**config.mk**
```make
export PLATFORM = sky130hd
export DESIGN_NAME = load_store_unit
export DESIGN_NICKNAME = d
export VERILOG_FILES = /design/src/rtl/load_store_unit.sv
export SDC_FILE = /design/constraint.sdc
export NUM_CORES = 1
export LEC_CHECK = 0
export CORE_ASPECT_RATIO = 0.75
export CORE_MARGIN = 10
export CORE_UTILIZATION = 44
export CTS_CLUSTER_SIZE = 20
export DETAILED_ROUTE_END_ITERATION = 16
export GPL_TIMING_DRIVEN = 0
export PLACE_DENSITY = 0.78
export RECOVER_POWER = 25
export SYNTH_ARGS = -nofsm -noshare
export SYNTH_HDL_FRONTEND = slang
export SYNTH_SLANG_ARGS = --single-unit
```
**constraint.sdc**
```tcl
create_clock -name CLK -period 3.68 [get_ports CLK]
set_clock_uncertainty 0.2 [all_clocks]
set_input_delay 0.736 -clock CLK [delete_from_list [all_inputs] [get_ports CLK]]
set_output_delay 0.736 -clock CLK [all_outputs]
set_load 0.005 [all_outputs]
```
**src/rtl/load_store_unit.sv**
```systemverilog
// Load/store unit. It accepts one execute-stage request at a time and talks to
// a doubleword-wide memory whose read data is combinational. Sub-doubleword
// stores use read-modify-write. Loads return a zero- or sign-extended lane.
// Optional feature macro: LSU_MISALIGN_CHECK_EN. When it is defined, a
// misaligned request faults. Otherwise the low address bits are forced to zero.
module load_store_unit #(
    parameter int DEPTH = 32
) (
    input  logic        CLK,
    input  logic        RST_N,
    input  logic        REQ_VALID,
    output logic        REQ_READY,
    input  logic        REQ_WRITE,
    input  logic [1:0]  REQ_SIZE,
    input  logic        REQ_SIGNED,
    input  logic [63:0] REQ_ADDR,
    input  logic [63:0] REQ_WDATA,
    input  logic [4:0]  REQ_RD,
    output logic        MEM_READ,
    output logic        MEM_WRITE,
    output logic [63:0] MEM_ADDR,
    output logic [63:0] MEM_WR_DATA,
    input  logic [63:0] MEM_RD_DATA,
    output logic        RSP_VALID,
    input  logic        RSP_READY,
    output logic [63:0] RSP_DATA,
    output logic [4:0]  RSP_RD,
    output logic        FAULT
);

    typedef enum logic [1:0] {IDLE, READ, WRITE, RESP} state_t;

    state_t      state, state_next;
    logic        write_q, signed_q, fault_q;
    logic [1:0]  size_q;
    logic [63:0] addr_q, wdata_q, rsp_data_q;
    logic [4:0]  rd_q;

    logic [2:0]  align_mask;
    logic [63:0] req_addr_eff;
    logic        req_bad, accept;
    logic [5:0]  lane_shift;
    logic [63:0] lane_mask, lane_data, merged;

    // Bit mask that covers the low bits of a value of the given access size.
    function automatic logic [63:0] size_mask(input logic [1:0] size);
        case (size)
            2'b00:   size_mask = 64'h0000_0000_0000_00FF;
            2'b01:   size_mask = 64'h0000_0000_0000_FFFF;
            2'b10:   size_mask = 64'h0000_0000_FFFF_FFFF;
            default: size_mask = 64'hFFFF_FFFF_FFFF_FFFF;
        endcase
    endfunction

    // Zero- or sign-extends a right-justified lane to 64 bits.
    function automatic logic [63:0] extend(input logic [63:0] d, input logic [1:0] size,
                                           input logic sgn);
        case (size)
            2'b00:   extend = {{56{sgn & d[7]}},  d[7:0]};
            2'b01:   extend = {{48{sgn & d[15]}}, d[15:0]};
            2'b10:   extend = {{32{sgn & d[31]}}, d[31:0]};
            default: extend = d;
        endcase
    endfunction

    // Decode the incoming request: address alignment and range check.
    always_comb begin
        case (REQ_SIZE)
            2'b00:   align_mask = 3'b000;
            2'b01:   align_mask = 3'b001;
            2'b10:   align_mask = 3'b011;
            default: align_mask = 3'b111;
        endcase
`ifdef LSU_MISALIGN_CHECK_EN
        req_addr_eff = REQ_ADDR;
        req_bad      = (REQ_ADDR[63:3] >= 61'(DEPTH)) || (|(REQ_ADDR[2:0] & align_mask));
`else
        req_addr_eff = {REQ_ADDR[63:3], REQ_ADDR[2:0] & ~align_mask};
        req_bad      = (REQ_ADDR[63:3] >= 61'(DEPTH));
`endif
        accept = REQ_VALID && (state == IDLE);
    end

    // Lane extraction for loads and lane merging for stores, both based on the
    // captured doubleword.
    always_comb begin
        lane_shift = {addr_q[2:0], 3'b000};
        lane_mask  = size_mask(size_q);
        lane_data  = MEM_RD_DATA >> lane_shift;
        merged     = (MEM_RD_DATA & ~(lane_mask << lane_shift))
                   | ((wdata_q & lane_mask) << lane_shift);
    end

    // State register.
    always_ff @(posedge CLK) begin
        // NOTE: sequential state uses non-blocking assignments so every register samples pre-edge values.
        if (!RST_N) state <= IDLE;
        else        state <= state_next;
    end

    // Request fields, the merged store data, the load result and the fault pulse.
    always_ff @(posedge CLK) begin
        // NOTE: every latched field is cleared on reset so nothing stale survives an abandoned operation.
        if (!RST_N) begin
            write_q    <= 1'b0;
            signed_q   <= 1'b0;
            size_q     <= 2'b00;
            addr_q     <= '0;
            wdata_q    <= '0;
            rd_q       <= '0;
            rsp_data_q <= '0;
            fault_q    <= 1'b0;
        end else begin
            fault_q <= accept && req_bad;
            if (accept) begin
                write_q  <= REQ_WRITE;
                signed_q <= REQ_SIGNED;
                size_q   <= REQ_SIZE;
                addr_q   <= req_addr_eff;
                wdata_q  <= REQ_WDATA;
                rd_q     <= REQ_RD;
            end else if (state == READ) begin
                if (write_q) wdata_q    <= merged;
                else         rsp_data_q <= extend(lane_data, size_q, signed_q);
            end
        end
    end

    // Next-state logic and outputs. Every output is forced low while reset is held.
    always_comb begin
        state_next  = state;
        REQ_READY   = 1'b0;
        MEM_READ    = 1'b0;
        MEM_WRITE   = 1'b0;
        MEM_ADDR    = '0;
        MEM_WR_DATA = '0;
        RSP_VALID   = 1'b0;
        RSP_DATA    = '0;
        RSP_RD      = '0;
        FAULT       = 1'b0;
        case (state)
            IDLE: begin
                REQ_READY = 1'b1;
                if (accept && !req_bad) begin
                    if (!REQ_WRITE || REQ_SIZE != 2'b11) state_next = READ;
                    else                                 state_next = WRITE;
                end
            end
            READ: begin
                MEM_READ   = 1'b1;
                MEM_ADDR   = {3'b000, addr_q[63:3]};
                state_next = write_q ? WRITE : RESP;
            end
            WRITE: begin
                MEM_WRITE   = 1'b1;
                MEM_ADDR    = {3'b000, addr_q[63:3]};
                MEM_WR_DATA = wdata_q;
                state_next  = IDLE;
            end
            RESP: begin
                RSP_VALID = 1'b1;
                if (RSP_READY) state_next = IDLE;
            end
            default: state_next = IDLE;
        endcase
        if (RST_N) begin
            RSP_DATA = rsp_data_q;
            RSP_RD   = rd_q;
            FAULT    = fault_q;
        end else begin
            REQ_READY   = 1'b0;
            MEM_READ    = 1'b0;
            MEM_WRITE   = 1'b0;
            MEM_ADDR    = '0;
            MEM_WR_DATA = '0;
            RSP_VALID   = 1'b0;
        end
    end

endmodule

```
==> key figures <==
Floorplanning
  • Die Width: 218 um
  • Core Area: 29,100 um2
  • Row count: 54
  • Die Y: 169 um
  • Starting density of the core: 0.445
  • IO Pins: 407
  • Die area: 36,700 um2

Worst setup path
  • Worst reg2reg setup slack: 20 ps
  • Worst Path Required: 2740 ps
  • Startpoint type of the worst setup path: input port
  • Crit path max-delay cell type: clkbuf_1
  • Buf/Inv on CP: 4
  • Slowest stage delay, CP: 620 ps
  • Data arrival time of the worst path: 2770 ps
  • Most frequent CP cell: clkbuf_2
  • CP max FO: 10
  • Worst R2R Start: size_q[0]$_SDFFE_PN0P_
  • Critical path capture point type: output port
  • Cell family with most CP delay: buffers and inverters
  • Worst Setup SP: RST_N
  • CP Cell Sequence: clkbuf_2 > clkbuf_2 > clkbuf_1 > and2_1 > clkdlybuf4s50_1
  • Critical path type: in -> out

Yosys
  • Post-synthesis sequential area ratio: 0.316
  • Post-synthesis instance total: 1,675
  • Yosys warning count: 0
  • Syn Area/Cell: 7.72 um2
  • Top cell type's share of synthesized area: 0.316
  • Post-synthesis register bit count: 204
  • Top cells by area, synth: dfxtp_1, a21oi_1, nand2_1
  • Synth cell types: 66
  • Synth area leader: dfxtp_1
  • Number of enable flip-flop cells after synthesis: 0
  • Mapped Area: 12,900 um2
  • Predominant post-synthesis flop cell: dfxtp_1
  • FFs w/ async S/R, synth: 0

STA
  • Max_slew headroom: 0.209
  • Setup Viol. Count Final: 9
  • Worst Tran Pin Value: 1180 ps
  • Min setup slack post-route: -21.0 ps
  • Hold Vio Cnt, Final: 0
  • Final worst path period need: 3700 ps
  • RSZ-0062 raised after global routing: yes
  • Pins Over Slew Limit: 0
  • FMAX: 270 MHz
  • Fin crit share: 1.01

Power
  • VDD IR max: 0.331 mV
  • Comb pwr share: 0.439
  • Clk pwr share: 0.228
  • Reg power frac: 0.332
  • P_sw: 4.51 mW
  • Leakage: 6.77 nW
  • Sw frac: 0.439
  • Pwr Density: 565 nW/um2
  • Pint: 5.76 mW
  • Total power: 10.3 mW

Clocking
  • Clk pin slew, worst setup/hold paths: 60 ps
  • Clk_lat worst skew: 560 ps
  • Clk sinks: 204
  • Root buffer cell: clkbuf_16
  • CTS tree: built
  • H-tree levels: 1
  • CTS max path bufs: 3
  • Cts bufs inserted: 22
  • Postcts setup bufs: 0

GRT
  • Global route overflow: 0
  • Global-route wire length before repair: 110,000 um
  • Initial antenna violation count: 5
  • Vias in the first global route: 16,118
  • Largest net degree at the start of global routing: 15
  • Overall Global Routing Usage: 0.403

Route
  • Post-Route WL: 78,300 um
  • TritonRoute pass-1 iters: 8
  • Antenna-violating nets left: 0
  • Drt initial violations: 2,601
  • Detail-routed net length per standard cell: 31.2 um
  • Vias per cell: 6.61
  • Via Count: 16,606
  • Drt drc: 0

Placement
  • Inst Count DP: 2,471
  • Hpwl dp: 62,100 um
  • Routability Congestion: 1.11
  • IO buf count: 402

Cells and area
  • Final std cells w/o fill: 2,513
  • Multi-input gate area: 8030 um2
  • NumNets Final: 2,314
  • Share of cells above drive strength 1: 0.0727
  • Register area: 4080 um2
  • Synth-to-layout area growth: 40.6%
  • Fill cells: 2,566

Status
  • Failing checks: negative setup slack
  • Status: finished, violations left

Hold path
  • Hold_sp: addr_q[4]$_SDFFE_PN0P_
  • Worst hold path type: reg -> reg

Flow run
  • Total of max-cap violations: 0
path summary, 6_finish.rpt:
| check | to | cells past startpoint |
|---|---|---|
| worst max-delay path | RSP_DATA[55] | 5 |
| worst min-delay path | addr_q[4]$_SDFFE_PN0P_ | 2 |
| worst max register to register | rsp_data_q[43]$_SDFFE_PN0P_ | 7 |
| worst min register to register | addr_q[4]$_SDFFE_PN0P_ | 2 |
synthesized netlist by cell type (6+ instances only):
cell type    n
nand2_1    241
dfxtp_1    204
a21oi_1    194
and3_1     128
o21ai_0    127
clkbuf_1   126
mux2i_1     77
and2_1      75
nor2_1      74
o221ai_1    47
nand3_1     35
a221oi_1    34
mux2_2      30
buf_2       16
mux4_2      16
nor2b_1     14
nor4_1      14
buf_4       13
o211ai_1    12
a211oi_1    11
a22oi_1     11
buf_1       11
or2_2       11
a31oi_1     10
o22ai_1     10
inv_1        9
nand3b_1     9
a21o_1       8
a311oi_1     8
nor3_1       8
o2bb2ai_1    8
buf_6        7
o221a_2      7
ha_1         6
kinds of logic (layout without fill, tap and decap cells):
group | count (synthesis) | after routing | synth area share
AOI/OAI and AO/OA | 523 | 523 | 0.256
adders and majority gates | 6 | 6 | 0.00580
buffers and inverters | 185 | 626 | 0.0631
DFF | 204 | 204 | 0.316
muxes | 124 | 124 | 0.115
other | 1 | 6 | 0.000290
and+or+nand+nor | 632 | 632 | 0.244
power by group through the flow:
stage	registers, mW	logic, mW	clock network, mW
after floorplan	3.10	2.41	0
after global placement	3.38	4.19	0
after detailed placement	3.39	4.26	0
after CTS	3.35	4.30	2.31
after global routing	3.42	4.72	2.40
final	3.41	4.51	2.35
worst register-to-register path: cells and delay by family, from the launching register on:
kind / cells / cell delay (ps)
buffers and inverters: 3 / 1450
DFF: 1 / 310
and+or+nand+nor: 3 / 1440
AOI/OAI and AO/OA: 1 / 190
through the flow:
step                instance area (um2)   util  hold WS [ps]  worst slack [ps]  setup TNS (ps)
floorplan                         12900      -           232              1030               0
global placement                  17500  0.601           237              -426          -37610
detailed placement                17500  0.601           242              -446          -41690
CTS                               18200  0.626           250              21.0               0
global route                      18200  0.626           269             -27.4           -97.2
finish                            18200  0.626           249             -21.0           -79.4
layout make-up:
class                           count  share of cell area
Tap cell                          392              0.0270
Inverter                           12             0.00248
Multi-Input combinational cell   1288               0.441
Clock inverter                      8             0.00578
Clock buffer                       31              0.0343
Buffer                            173              0.0432
Antenna cell                        3            0.000413
Sequential cell                   204               0.224
Timing Repair Buffer              402               0.221
state kept, by name, indices dropped and copies added (netlist names):
register,flops
write_q,1
addr_q,64
fault_q,1
signed_q,1
size_q,2
state,2
rd_q,5
wdata_q,64
rsp_data_q,64
cells in the final DEF (no fill, tap or decap), drive strengths merged, types with 9 or more instances in the layout:
cell type	count
o221ai	47
nor2	74
nor2b	14
inv	10
clkbuf	161
buf	43
o22ai	10
mux2i	77
mux4	16
mux2	31
nand3	35
clkdlybuf4s50	399
and3	128
and2	75
a31oi	11
dfxtp	204
or2	11
o211ai	12
o21ai	131
a211oi	11
a221oi	34
a21oi	196
nand3b	9
nand2	241
a22oi	11
nor4	14
layer usage:
layer,vias to the layer above,global-route usage,wire length (um)
met1,7904,0.531,30800
met3,263,0.175,12800
li1,6983,-,-
met2,1444,0.573,31400
met5,-,0.0111,120
met4,12,0.140,3120
what timing repair did:
action,in CTS,in global routing
endpoints found under the hold margin,0,0
endpoints found under the setup margin,164,60
gates resized for setup,6,20
hold buffers,0,0
Power figures use the tool's default switching activity.
